`config.mk`:
```
export PLATFORM = sky130hd
export DESIGN_NAME = bitfile_loader
export DESIGN_NICKNAME = d
export VERILOG_FILES = /design/src/rtl/cfg_pkg.sv /design/src/rtl/cfg_xor_accum.sv /design/src/rtl/bitfile_loader.sv
export SDC_FILE = /design/constraint.sdc
export NUM_CORES = 1
export LEC_CHECK = 0
export ABC_AREA = 1
export ABC_CLOCK_PERIOD_IN_PS = 3370
export CORE_AREA = 2 2 90 92
export DETAILED_ROUTE_END_ITERATION = 16
export DIE_AREA = 0 0 92 94
export SLEW_MARGIN = 10
export SYNTH_ARGS = -nofsm -noshare
export SYNTH_HDL_FRONTEND = slang
export SYNTH_SLANG_ARGS = --single-unit
```
`constraint.sdc`:
```
create_clock -name clk -period 3.37 [get_ports clk]
set_input_delay 0.674 -clock clk [delete_from_list [all_inputs] [get_ports clk]]
set_output_delay 0.674 -clock clk [all_outputs]
set_load 0.05 [all_outputs]
```
`src/rtl/cfg_pkg.sv`:
```
// Shared constants for the serial bitfile loader: FSM encoding, sync word default
// and checksum width.
package cfg_pkg;
    localparam logic [1:0] ST_HUNT  = 2'd0;
    localparam logic [1:0] ST_LOAD  = 2'd1;
    localparam logic [1:0] ST_CHECK = 2'd2;

    localparam int         CHECKSUM_W    = 8;
    localparam logic [7:0] SYNC_WORD_DEF = 8'hA5;
endpackage

```
`src/rtl/cfg_xor_accum.sv`:
```
// Byte assembler with a running XOR over every completed payload byte.
module cfg_xor_accum
    import cfg_pkg::*;
(
    input  logic                  clk,
    input  logic                  reset,
    input  logic                  clear,
    input  logic                  bit_in,
    input  logic                  bit_valid,
    output logic [CHECKSUM_W-1:0] checksum,
    output logic                  byte_done
);
    localparam int BC_W = $clog2(CHECKSUM_W);

    logic [CHECKSUM_W-2:0] byte_sr;
    logic [BC_W-1:0]       bcnt;
    logic [CHECKSUM_W-1:0] next_byte;

    assign next_byte = {byte_sr, bit_in};
    assign byte_done = bit_valid && !clear && (bcnt == BC_W'(CHECKSUM_W-1));

    always_ff @(posedge clk or negedge reset) begin
        if (!reset) begin
            byte_sr  <= '0;
            bcnt     <= '0;
            checksum <= '0;
        end else if (clear) begin
            byte_sr  <= '0;
            bcnt     <= '0;
            checksum <= '0;
        end else if (bit_valid) begin
            byte_sr <= next_byte[CHECKSUM_W-2:0];
            bcnt    <= bcnt + 1'b1;
            if (byte_done)
                checksum <= checksum ^ next_byte;
        end
    end
endmodule

```
`src/rtl/bitfile_loader.sv`:
```
// Serial configuration port: hunts for a sync word, loads a payload MSB first and
// commits it to bitfile_out only when the trailing XOR checksum matches.
module bitfile_loader
    import cfg_pkg::*;
#(
    parameter int                   CFG_WIDTH   = 8,
    parameter logic [7:0]           SYNC_WORD   = SYNC_WORD_DEF,
    parameter logic [CFG_WIDTH-1:0] DEFAULT_CFG = '0
) (
    input  logic                 clk,
    input  logic                 reset,
    input  logic                 cfg_din,
    input  logic                 cfg_din_valid,
    input  logic                 cfg_abort,
    output logic [CFG_WIDTH-1:0] bitfile_out,
    output logic                 cfg_done,
    output logic                 cfg_err,
    output logic                 busy,
    output logic                 cfg_loaded
);
    localparam int CNT_W = $clog2(CFG_WIDTH);

    logic [1:0]            state;
    // Only 7 bits are stored: the 8-bit window is completed by the incoming bit.
    logic [6:0]            hunt_sr;
    logic [CHECKSUM_W-2:0] chk_sr;
    logic [2:0]            chk_cnt;
    logic [CNT_W-1:0]      bit_cnt;
    logic [CFG_WIDTH-1:0]  shadow;
    logic [7:0]            hunt_next;
    logic [CHECKSUM_W-1:0] chk_word;
    logic [CHECKSUM_W-1:0] checksum;
    logic                  byte_done;
    logic                  acc_clear;
    logic                  acc_valid;
    logic                  last_bit;

    assign hunt_next = {hunt_sr, cfg_din};
    assign chk_word  = {chk_sr, cfg_din};
    assign last_bit  = (bit_cnt == CNT_W'(CFG_WIDTH-1));
    assign acc_clear = (state == ST_HUNT) || cfg_abort;
    assign acc_valid = cfg_din_valid && (state == ST_LOAD);
    assign busy      = (state != ST_HUNT);

    cfg_xor_accum u_accum (
        .clk       (clk),
        .reset     (reset),
        .clear     (acc_clear),
        .bit_in    (cfg_din),
        .bit_valid (acc_valid),
        .checksum  (checksum),
        .byte_done (byte_done)
    );

    always_ff @(posedge clk or negedge reset) begin
        if (!reset) begin
            state       <= ST_HUNT;
            hunt_sr     <= '0;
            chk_sr      <= '0;
            chk_cnt     <= '0;
            bit_cnt     <= '0;
            shadow      <= '0;
            bitfile_out <= DEFAULT_CFG;
            cfg_done    <= 1'b0;
            cfg_err     <= 1'b0;
            cfg_loaded  <= 1'b0;
        end else begin
            cfg_done <= 1'b0;
            cfg_err  <= 1'b0;
            // Abort wins over any simultaneous bit, including the last checksum bit.
            if (cfg_abort) begin
                state   <= ST_HUNT;
                hunt_sr <= '0;
                bit_cnt <= '0;
                chk_cnt <= '0;
            end else if (cfg_din_valid) begin
                case (state)
                    ST_HUNT: begin
                        if (hunt_next == SYNC_WORD) begin
                            state   <= ST_LOAD;
                            hunt_sr <= '0;
                            bit_cnt <= '0;
                        end else begin
                            hunt_sr <= hunt_next[6:0];
                        end
                    end
                    ST_LOAD: begin
                        shadow  <= {shadow[CFG_WIDTH-2:0], cfg_din};
                        bit_cnt <= bit_cnt + 1'b1;
                        if (byte_done && last_bit) begin
                            state   <= ST_CHECK;
                            chk_cnt <= '0;
                        end
                    end
                    ST_CHECK: begin
                        chk_sr  <= chk_word[CHECKSUM_W-2:0];
                        chk_cnt <= chk_cnt + 1'b1;
                        if (chk_cnt == 3'd7) begin
                            state   <= ST_HUNT;
                            hunt_sr <= '0;
                            if (chk_word == checksum) begin
                                bitfile_out <= shadow;
                                cfg_done    <= 1'b1;
                                cfg_loaded  <= 1'b1;
                            end else begin
                                cfg_err <= 1'b1;
                            end
                        end
                    end
                    default: state <= ST_HUNT;
                endcase
            end
        end
    end
endmodule

```
==> results by group, run 1 <==
Clock network
  • CTS buffer count: 9
  • H-tree Lvls: 3
  • CTS root buf: clkbuf_8
  • Setup bufs post-CTS: 0
  • Maximum clock insertion buffer count: 2
  • Num Clock Sinks: 59
  • Hold buffers post-CTS: 0
  • CTS tree: done
  • # resized after CTS: 0
  • Worst-path clk slew: about 0.06 ns
  • Clk_lat worst skew: between 0.3 and 0.4 ns

Placement
  • Post-DP HPWL: about 3.5 mm
  • Port bufs: 16
  • GP Congestion: ~0.83
  • Worst slack, placed: ~1.0 ns

Global routing
  • Number of global-route vias before repair: approximately 1900
  • Largest net degree at the start of global routing: about 50
  • Initial antenna violation count: 0
  • Total global-route track usage: 0.1311
  • First-pass GRT wire length: approximately 9 mm
  • GRT overflow: 0

Power
  • Clock Power Share: 0.376
  • Reg power frac: 0.487
  • Leakage: 1.590 nW
  • PwrDens: between 500 and 600 mW/mm²
  • Sw Ratio: 0.2774
  • Internal Power: between 1 and 1.5 mW
  • Psw: about 0.47 mW
  • Logic pwr share: 0.137
  • Worst vdd ir: between 0.3 and 0.4 mV

Worst setup path
  • Critical path endpoint: busy
  • WP depth: 3
  • CP Launch Type: flip-flop
  • CP max FO: 6
  • Worst r2r path cells: 8
  • Critical path's largest stage delay: 0.81 ns
  • Setup Crit Path Kind: reg2out
  • Worst setup path startpoint: state[0]
  • CP bufs+invs: 2
  • Reg-to-reg startpoint: chk_cnt[0]
  • Critical path's top delay family: buffers and inverters
  • CP endpoint kind: output port
  • Worst-path cell chain: inv_2 -> nand2_1 -> clkdlybuf4s50_1
  • Arrival time at the worst endpoint: ~1.8 ns
  • Reg2Reg Setup Slack: approximately 1.8 ns
  • R2r endpoint: hunt_sr[5]
  • WP data required: approximately 2.7 ns
  • Slowest stage cell, crit path: clkdlybuf4s50_1

Logic synthesis
  • Syn avg cell area: 9.423 µm²
  • Top_reg_cell synth: dfrtp_1
  • Post-synthesis async set-or-reset flop share: 1.000
  • Yosys warnings: 0
  • Synth cell types: 28
  • Post-synthesis cell area: around 0.0027 mm²
  • Seq/Total Area, Yosys: 0.5478
  • Syn nets: a little under 300
  • Cells after synthesis: approximately 290
  • Number of synthesized flops with an enable pin: 0
  • FF+latch count, synth: between 50 and 60

Timing
  • Minimum clock period: between 2 and 3 ns
  • RSZ-0062 raised after global routing: false
  • Final setup fails: 0
  • Worst Max-Slew Pin Slew: around 0.64 ns
  • Post-route clock period utilization: 0.7440
  • Final Skew: 0.006859 ns
  • Max Slew Vio Count: 0
  • Final Hold Fails: 0
  • Max Fclk: about 0.4 GHz
  • Final worst setup slack: around 0.86 ns
  • Rel. slew slack: 0.5763
  • Setup TNS: 0 ns

Final layout
  • Commonest non-fill, non-tap cell in the layout: nand2_1
  • Final Net Count: around 320
  • Layout cells sized above 1: 0.1365
  • Most frequent cells in the layout: nand2_1 (82), dfrtp_1 (59), inv_1 (28)
  • Area delta synth->final: 17.27%
  • Core Util, Final: 0.4155
  • N_diodes: 0

Floorplan
  • # IOs: 17
  • Die ar.: between 0.008 and 0.009 mm²
  • Row count: 32
  • Die extent in x: just over 90 µm
  • Total core area: between 0.007 and 0.008 mm²
  • Initial Util: 0.3543
  • DIE HEIGHT: approximately 94 µm

Routing
  • Drt drc: 0
  • WL final: around 4.9 mm
  • Vias per std cell: 4.578
  • DRT iter0 DRCs: between 150 and 200
  • Avg WL per Cell: roughly 12 µm
  • Detail Route Antenna Nets: 0
  • DR vias: about 1900
  • Pre-antenna DRT Iters: 4

Worst hold path
  • Hold Path Class: in2async

Run status
  • Status: complete, no violations

Run
  • Max Cap Violations: 0
==> how the worst min path moves through the flow <==
stage | from | end | slack (ns) | cells past startpoint
after detailed placement | cfg_loaded | cfg_loaded | 0.46 | 2
after global routing | reset | chk_cnt[1] | 0.41 | 1
after global placement | cfg_loaded | cfg_loaded | 0.45 | 2
after floorplan | reset | bit_cnt[0] | 0.38 | 0
after CTS | cfg_loaded | cfg_loaded | 0.48 | 2
final | reset | chk_cnt[1] | 0.37 | 1
==> layer usage <==
| metal | track usage | wire, µm |
|---|---|---|
| met1 | 0.1716 | 2423 |
| met2 | 0.2034 | 2227 |
| met3 | 0.03852 | 161 |
| met4 | 0.05597 | 85 |
| met5 | 0 | 0 |
==> cell type report <==
class,count,area (µm²)
sequential,59,1476
multi-input combinational,190,1070
clock buffer,13,158.9
clock inverter,2,35.03
tap,102,127.6
timing repair buffer,17,165.2
fill,764,4447
inverter,34,127.6
==> power groups by stage <==
stage	registers [mW]	logic, mW	clock network [mW]
detailed placement	0.836	0.234	0
finish	0.822	0.232	0.636
CTS	0.823	0.236	0.661
floorplan	0.820	0.171	0
global placement	0.835	0.229	0
global route	0.832	0.266	0.689
==> per-stage QoR <==
stage | total power [mW] | area (µm²) | hold slack (ns) | cells
2_1_floorplan | 0.9911 | 2695 | 0.3784 | 286
3_3_place_gp | 1.064 | 2964 | 0.4515 | 402
3_5_place_dp | 1.070 | 2964 | 0.4604 | 402
4_1_cts | 1.719 | 3158 | 0.4771 | 417
5_1_grt | 1.786 | 3161 | 0.4076 | 417
6_report | 1.690 | 3161 | 0.3670 | 417
==> cells by family (layout without fill, tap and decap cells) <==
kind of cell	after synthesis	count (layout)	synth area share
AO/OA/AOI/OAI	40	40	0.08403
XOR/XNOR	8	8	0.02600
adder cells (fa/ha/maj)	6	6	0.02785
buffers and inverters	37	66	0.05525
flip-flops	59	59	0.5478
multiplexers	5	5	0.02089
AND/OR/NAND/NOR	131	131	0.2382
==> sequential cells by signal, summed over array words and instances (netlist names) <==
| register | count |
|---|---|
| chk_cnt | 3 |
| shadow | 8 |
| u_accum.bcnt | 3 |
| state | 2 |
| bitfile_out | 8 |
| u_accum.byte_sr | 7 |
| chk_sr | 7 |
| u_accum.checksum | 8 |
| cfg_done | 1 |
| hunt_sr | 7 |
| cfg_err | 1 |
| bit_cnt | 3 |
| cfg_loaded | 1 |
==> Yosys cell counts, types with 6 or more instances <==
cell type / n / area [µm²]
inv_2: 6 / 22.52
a21oi_1: 9 / 45.04
nand4_1: 8 / 50.05
ha_1: 6 / 75.07
o21ai_0: 16 / 80.08
dfrtp_1: 59 / 1476
nand3_1: 11 / 55.05
xnor2_1: 8 / 70.07
nor2_1: 13 / 48.80
inv_1: 28 / 105.1
o22ai_1: 9 / 56.30
nand2_1: 82 / 307.8
Power figures use the tool's default switching activity.
==> run 2: changes to the inputs <==
--- a/config.mk
+++ b/config.mk
@@ -6,7 +6,7 @@
 export NUM_CORES = 1
 export LEC_CHECK = 0
 export ABC_AREA = 1
-export ABC_CLOCK_PERIOD_IN_PS = 3370
+export ABC_CLOCK_PERIOD_IN_PS = 2200
 export CORE_AREA = 2 2 90 92
 export DETAILED_ROUTE_END_ITERATION = 16
 export DIE_AREA = 0 0 92 94
==> constraint.sdc (replaced) <==
create_clock -name clk -period 2.2 [get_ports clk]
set_input_delay 0.44 -clock clk [delete_from_list [all_inputs] [get_ports clk]]
set_output_delay 0.44 -clock clk [all_outputs]
set_load 0.05 [all_outputs]
==> run 2 against run 1 <==
Effect of this change:
- first-iteration DRC count shrank 52%
- register-to-register slack lost 1.1 ns
- final cell count grew 1.4%
- combinational power grew 57%
- critical path type unchanged
- largest cell class unchanged
==> results by group, run 2 (synthesis results as in run 1) <==
Run status
  • Status: complete, no violations

Timing
  • Max Fclk: 0.5159 GHz
  • Worst Max-Slew Pin Slew: 0.5285 ns
  • Max Slew Vio Count: 0
  • Rel. slew slack: 0.6476
  • Post-route clock period utilization: 0.8811
  • Final Hold Fails: 0
  • Final Skew: between 0.005 and 0.006 ns
  • RSZ-0062 raised after global routing: false
  • Final setup fails: 0
  • Setup TNS: 0 ns
  • Final worst setup slack: between 0.2 and 0.3 ns
  • Minimum clock period: 1.938 ns

Routing
  • DRT iter0 DRCs: 82
  • Vias per std cell: roughly 4.6
  • Avg WL per Cell: approximately 12 µm
  • Pre-antenna DRT Iters: 6
  • DR vias: approximately 1900
  • WL final: slightly below 5 mm
  • Drt drc: 0
  • Detail Route Antenna Nets: 0

Worst setup path
  • Slowest stage cell, crit path: clkdlybuf4s50_1
  • CP Launch Type: flip-flop
  • R2r endpoint: bitfile_out[5]
  • Reg-to-reg startpoint: state[0]
  • CP bufs+invs: 1
  • CP max FO: 2
  • Worst r2r path cells: 8
  • Critical path's largest stage delay: 0.80 ns
  • Critical path's top delay family: buffers and inverters
  • Arrival time at the worst endpoint: about 1.5 ns
  • Worst-path cell chain: clkdlybuf4s50_1
  • Setup Crit Path Kind: reg2out
  • WP depth: 1
  • Reg2Reg Setup Slack: between 0.6 and 0.7 ns
  • WP data required: roughly 1.8 ns
  • CP endpoint kind: output port

Power
  • Internal Power: between 1.5 and 2 mW
  • Sw Ratio: 0.2908
  • Worst vdd ir: 0.3522 mV
  • PnR Total Power: ~2.6 mW
  • Reg power frac: 0.490
  • Logic pwr share: 0.142
  • Clock Power Share: 0.368
  • Psw: 0.7456 mW
  • PwrDens: 800.3 mW/mm²
  • Leakage: about 1.6 nW

Clock network
  • CTS tree: done
  • CTS root buf: clkbuf_8
  • Maximum clock insertion buffer count: 2
  • H-tree Lvls: 3
  • Hold buffers post-CTS: 0
  • CTS buffer count: 9
  • # resized after CTS: 0
  • Setup bufs post-CTS: 0
  • Clk_lat worst skew: approximately 0.33 ns
  • Worst-path clk slew: around 0.07 ns
  • Num Clock Sinks: just under 60

Placement
  • Port bufs: 16
  • Worst slack, placed: around 0.2 ns
  • Post-DP HPWL: ~3.5 mm
  • GP Congestion: 0.7875

Global routing
  • Total global-route track usage: 0.1280
  • Largest net degree at the start of global routing: 60
  • First-pass GRT wire length: 8.707 mm
  • Initial antenna violation count: 0
  • GRT overflow: 0
  • Number of global-route vias before repair: a little under 2000

Final layout
  • Largest registers: bitfile_out x8, shadow x8, u_accum.checksum x8
  • Final Net Count: around 330
  • Most frequent cells in the layout: nand2_1 (82), dfrtp_1 (59), inv_1 (28)
  • Multi-input gate area: about 0.0011 mm²
  • # fillers: just under 800
  • N_diodes: 0
  • Area delta synth->final: 18.89%
  • Core Util, Final: 0.4212
  • Register area: roughly 0.0015 mm²
  • Layout cells sized above 1: 0.1620
  • Commonest non-fill, non-tap cell in the layout: nand2_1

Floorplan
  • Total core area: ~0.0076 mm²
  • Die ar.: 0.008648 mm²
  • DIE HEIGHT: 94 µm
  • Die extent in x: ~92 µm
  • Row count: 32
  • # IOs: 17
  • Initial Util: 0.3543

Run
  • Max Cap Violations: 0

Worst hold path
  • Hold Path Class: in2async
==> run 2: cell count changes in the layout (fill, tap and decap cells not counted), sizes merged <==
cell and change:
buf +6, clkinv +3, clkinvlp +2, clkdlybuf4s50 -1
clkbuf -4
==> run 2: power by group through the flow <==
stage	Sequential, mW	Clock (mW)	Combinational [mW]
floorplan	1.26	0	0.262
global placement	1.28	0	0.362
finish	1.26	0.943	0.364
global route	1.27	1.03	0.419
detailed placement	1.28	0	0.370
CTS	1.26	0.973	0.372
==> run 2: layout make-up <==
| class | count | share of cell area |
|---|---|---|
| sequential | 59 | 0.4608 |
| inverter | 34 | 0.03983 |
| clock inverter | 7 | 0.02148 |
| tap | 102 | 0.03983 |
| timing repair buffer | 22 | 0.06560 |
| clock buffer | 9 | 0.03866 |
| multi-input combinational | 190 | 0.3339 |
==> run 2: how the worst max path moves through the flow <==
stage,from,endpoint
3_5_place_dp,cfg_din,bitfile_out[5]
5_1_grt,bitfile_out[7],bitfile_out[7]
3_3_place_gp,cfg_din,bitfile_out[5]
2_1_floorplan,state[1],state[0]
6_report,bitfile_out[4],bitfile_out[4]
4_1_cts,bitfile_out[7],bitfile_out[7]
==> run 2: metal layers <==
metal,up-vias,routed length (µm),track usage
li1,989,-,-
met1,903,2284,0.1520
met2,29,2395,0.2230
met3,4,163,0.03852
met4,0,42,0.04104
met5,-,0,0
==> run 2: per-stage QoR <==
| step | cell area, µm² | hold WS (ns) | std cells |
|---|---|---|---|
| final | 3204 | 0.08326 | 423 |
| after global routing | 3204 | 0.1219 | 423 |
| after detailed placement | 3012 | 0.4496 | 407 |
| after CTS | 3204 | 0.1020 | 423 |
| after floorplan | 2695 | 0.1444 | 286 |
| after global placement | 3012 | 0.4467 | 407 |
==> run 3: changes to the inputs <==
--- a/config.mk
+++ b/config.mk
@@ -7,9 +7,10 @@
 export LEC_CHECK = 0
 export ABC_AREA = 1
 export ABC_CLOCK_PERIOD_IN_PS = 2200
-export CORE_AREA = 2 2 90 92
+export CORE_AREA = 2 2 74 111
+export CTS_CLUSTER_SIZE = 30
 export DETAILED_ROUTE_END_ITERATION = 16
-export DIE_AREA = 0 0 92 94
+export DIE_AREA = 0 0 76 113
 export SLEW_MARGIN = 10
 export SYNTH_ARGS = -nofsm -noshare
 export SYNTH_HDL_FRONTEND = slang
==> run 3 against run 2 <==
Effect of this change:
- clock skew hardly changed
- highest routed layer unchanged
- via count is 1.4% higher
- sequential share of layout area is 1.2 points lower
- first-iteration DRC count is 56% higher
- register-to-register slack worse by 0.04 ns
- worst setup slack better by 0.0022 ns
- routed wire length is 6.4% higher
- global-route usage is 0.87 points higher
- combinational power is 1% higher
- non-clock buffer count stayed put
==> results by group, run 3 (synthesis results as in run 1) <==
Run status
  • Status: complete, no violations

Final layout
  • Largest registers: bitfile_out x8, shadow x8, u_accum.checksum x8
  • Final Net Count: between 300 and 400
  • Layout cells sized above 1: 0.1620
  • N_diodes: 0
  • Most frequent cells in the layout: nand2_1 (82), dfrtp_1 (59), inv_1 (28)
  • Core Util, Final: 0.4352
  • Commonest non-fill, non-tap cell in the layout: nand2_1
  • Area delta synth->final: 22.14%

Global routing
  • First-pass GRT wire length: 9.301 mm
  • Largest net degree at the start of global routing: 60
  • Total global-route track usage: 0.1368
  • Initial antenna violation count: 0
  • Number of global-route vias before repair: slightly above 2000
  • GRT overflow: 0

Clock network
  • H-tree Lvls: 3
  • Worst-path clk slew: 0.05 ns
  • # resized after CTS: 0
  • Clk_lat worst skew: 0.31 ns
  • Maximum clock insertion buffer count: 2
  • CTS tree: done
  • CTS buffer count: 9
  • Setup bufs post-CTS: 0
  • CTS root buf: clkbuf_16
  • Hold buffers post-CTS: 0
  • Num Clock Sinks: 59

Routing
  • Detail Route Antenna Nets: 0
  • WL final: roughly 5.2 mm
  • Avg WL per Cell: around 12 µm
  • DR vias: a little under 2000
  • Vias per std cell: 4.612
  • Drt drc: 0
  • Pre-antenna DRT Iters: 4
  • DRT iter0 DRCs: about 130

Power
  • Clock Power Share: 0.437
  • Psw: 0.7737 mW
  • Reg power frac: 0.436
  • Logic pwr share: 0.128
  • Internal Power: 2.118 mW
  • PwrDens: between 800 and 900 mW/mm²
  • Sw Ratio: 0.2676
  • Leakage: 1.660 nW
  • Worst vdd ir: 0.5151 mV

Timing
  • Final setup fails: 0
  • Post-route clock period utilization: 0.8801
  • Rel. slew slack: 0.6674
  • Max Slew Vio Count: 0
  • Setup TNS: 0 ns
  • Final Hold Fails: 0
  • Worst Max-Slew Pin Slew: slightly below 0.5 ns
  • RSZ-0062 raised after global routing: false
  • Max Fclk: ~0.52 GHz
  • Minimum clock period: between 1.5 and 2 ns
  • Final Skew: between 0.005 and 0.006 ns

Run
  • Max Cap Violations: 0

Floorplan
  • Row count: 39
  • Initial Util: 0.3563
  • DIE HEIGHT: approximately 110 µm
  • Die extent in x: 76 µm
  • # IOs: 17
  • Total core area: approximately 0.0076 mm²
  • Die ar.: approximately 0.0086 mm²

Worst setup path
  • Critical path's top delay family: buffers and inverters
  • Setup Crit Path Kind: reg2out
  • CP endpoint kind: output port
  • Worst-path cell chain: clkdlybuf4s50_1
  • CP bufs+invs: 1
  • CP Launch Type: flip-flop
  • CP max FO: 2
  • Critical path's largest stage delay: around 0.8 ns
  • Slowest stage cell, crit path: clkdlybuf4s50_1
  • Reg2Reg Setup Slack: between 0.6 and 0.7 ns
  • Arrival time at the worst endpoint: roughly 1.5 ns
  • WP data required: between 1.5 and 2 ns

Placement
  • Port bufs: 16
  • GP Congestion: ~0.8
  • Post-DP HPWL: between 3 and 4 mm

Worst hold path
  • Hold Path Class: in2async
## run 3: area by class of cell
type / instances / area (µm²)
clock inverters: 5 / 27.53
inverters: 34 / 127.6
multi-input cells: 190 / 1070
flip-flops and latches: 59 / 1476
clock buffers: 11 / 252.7
fillers: 726 / 4272
well taps: 102 / 127.6
repair buffers: 22 / 210.2
## run 3: path summary, 6_finish.rpt
kind | from | end | cells past startpoint
max | bitfile_out[6] | bitfile_out[6] | 1
min | reset | hunt_sr[0] | 2
max reg2reg | chk_cnt[0] | hunt_sr[3] | 8
min reg2reg | cfg_loaded | cfg_loaded | 2
max in group asynchronous | reset | cfg_err | 2
min in group clk | cfg_loaded | cfg_loaded | 2
## run 3: power groups by stage
| stage | Sequential, mW | Clock [mW] | Combinational, mW |
|---|---|---|---|
| finish | 1.26 | 1.26 | 0.369 |
| global route | 1.27 | 1.36 | 0.434 |
| CTS | 1.26 | 1.30 | 0.376 |
| detailed placement | 1.28 | 0 | 0.374 |
| global placement | 1.27 | 0 | 0.370 |
| floorplan | 1.26 | 0 | 0.262 |
## run 3: metrics by stage
step | hold slack (ns) | instance area, µm² | worst slack, ns | std cells | total power [mW]
6_report | 0.1260 | 3292 | 0.2638 | 423 | 2.892
4_1_cts | 0.1368 | 3292 | 0.2462 | 423 | 2.939
3_3_place_gp | 0.4531 | 3012 | 0.2035 | 407 | 1.645
3_5_place_dp | 0.4575 | 3012 | 0.2063 | 407 | 1.651
2_1_floorplan | 0.1444 | 2695 | 0.6951 | 286 | 1.518
5_1_grt | 0.1541 | 3292 | 0.2110 | 423 | 3.064
## run 3: metal layers
| layer | wire, µm | share of wire | up-vias | GRT usage |
|---|---|---|---|---|
| met2 | 2798 | 0.54 | 26 | 0.2536 |
| met1 | 2147 | 0.41 | 925 | 0.1443 |
| met4 | 99 | 0.019 | 0 | 0.07030 |
| met5 | 0 | 0 | - | 0 |
| met3 | 156 | 0.030 | 7 | 0.03110 |
| li1 | - | - | 993 | - |
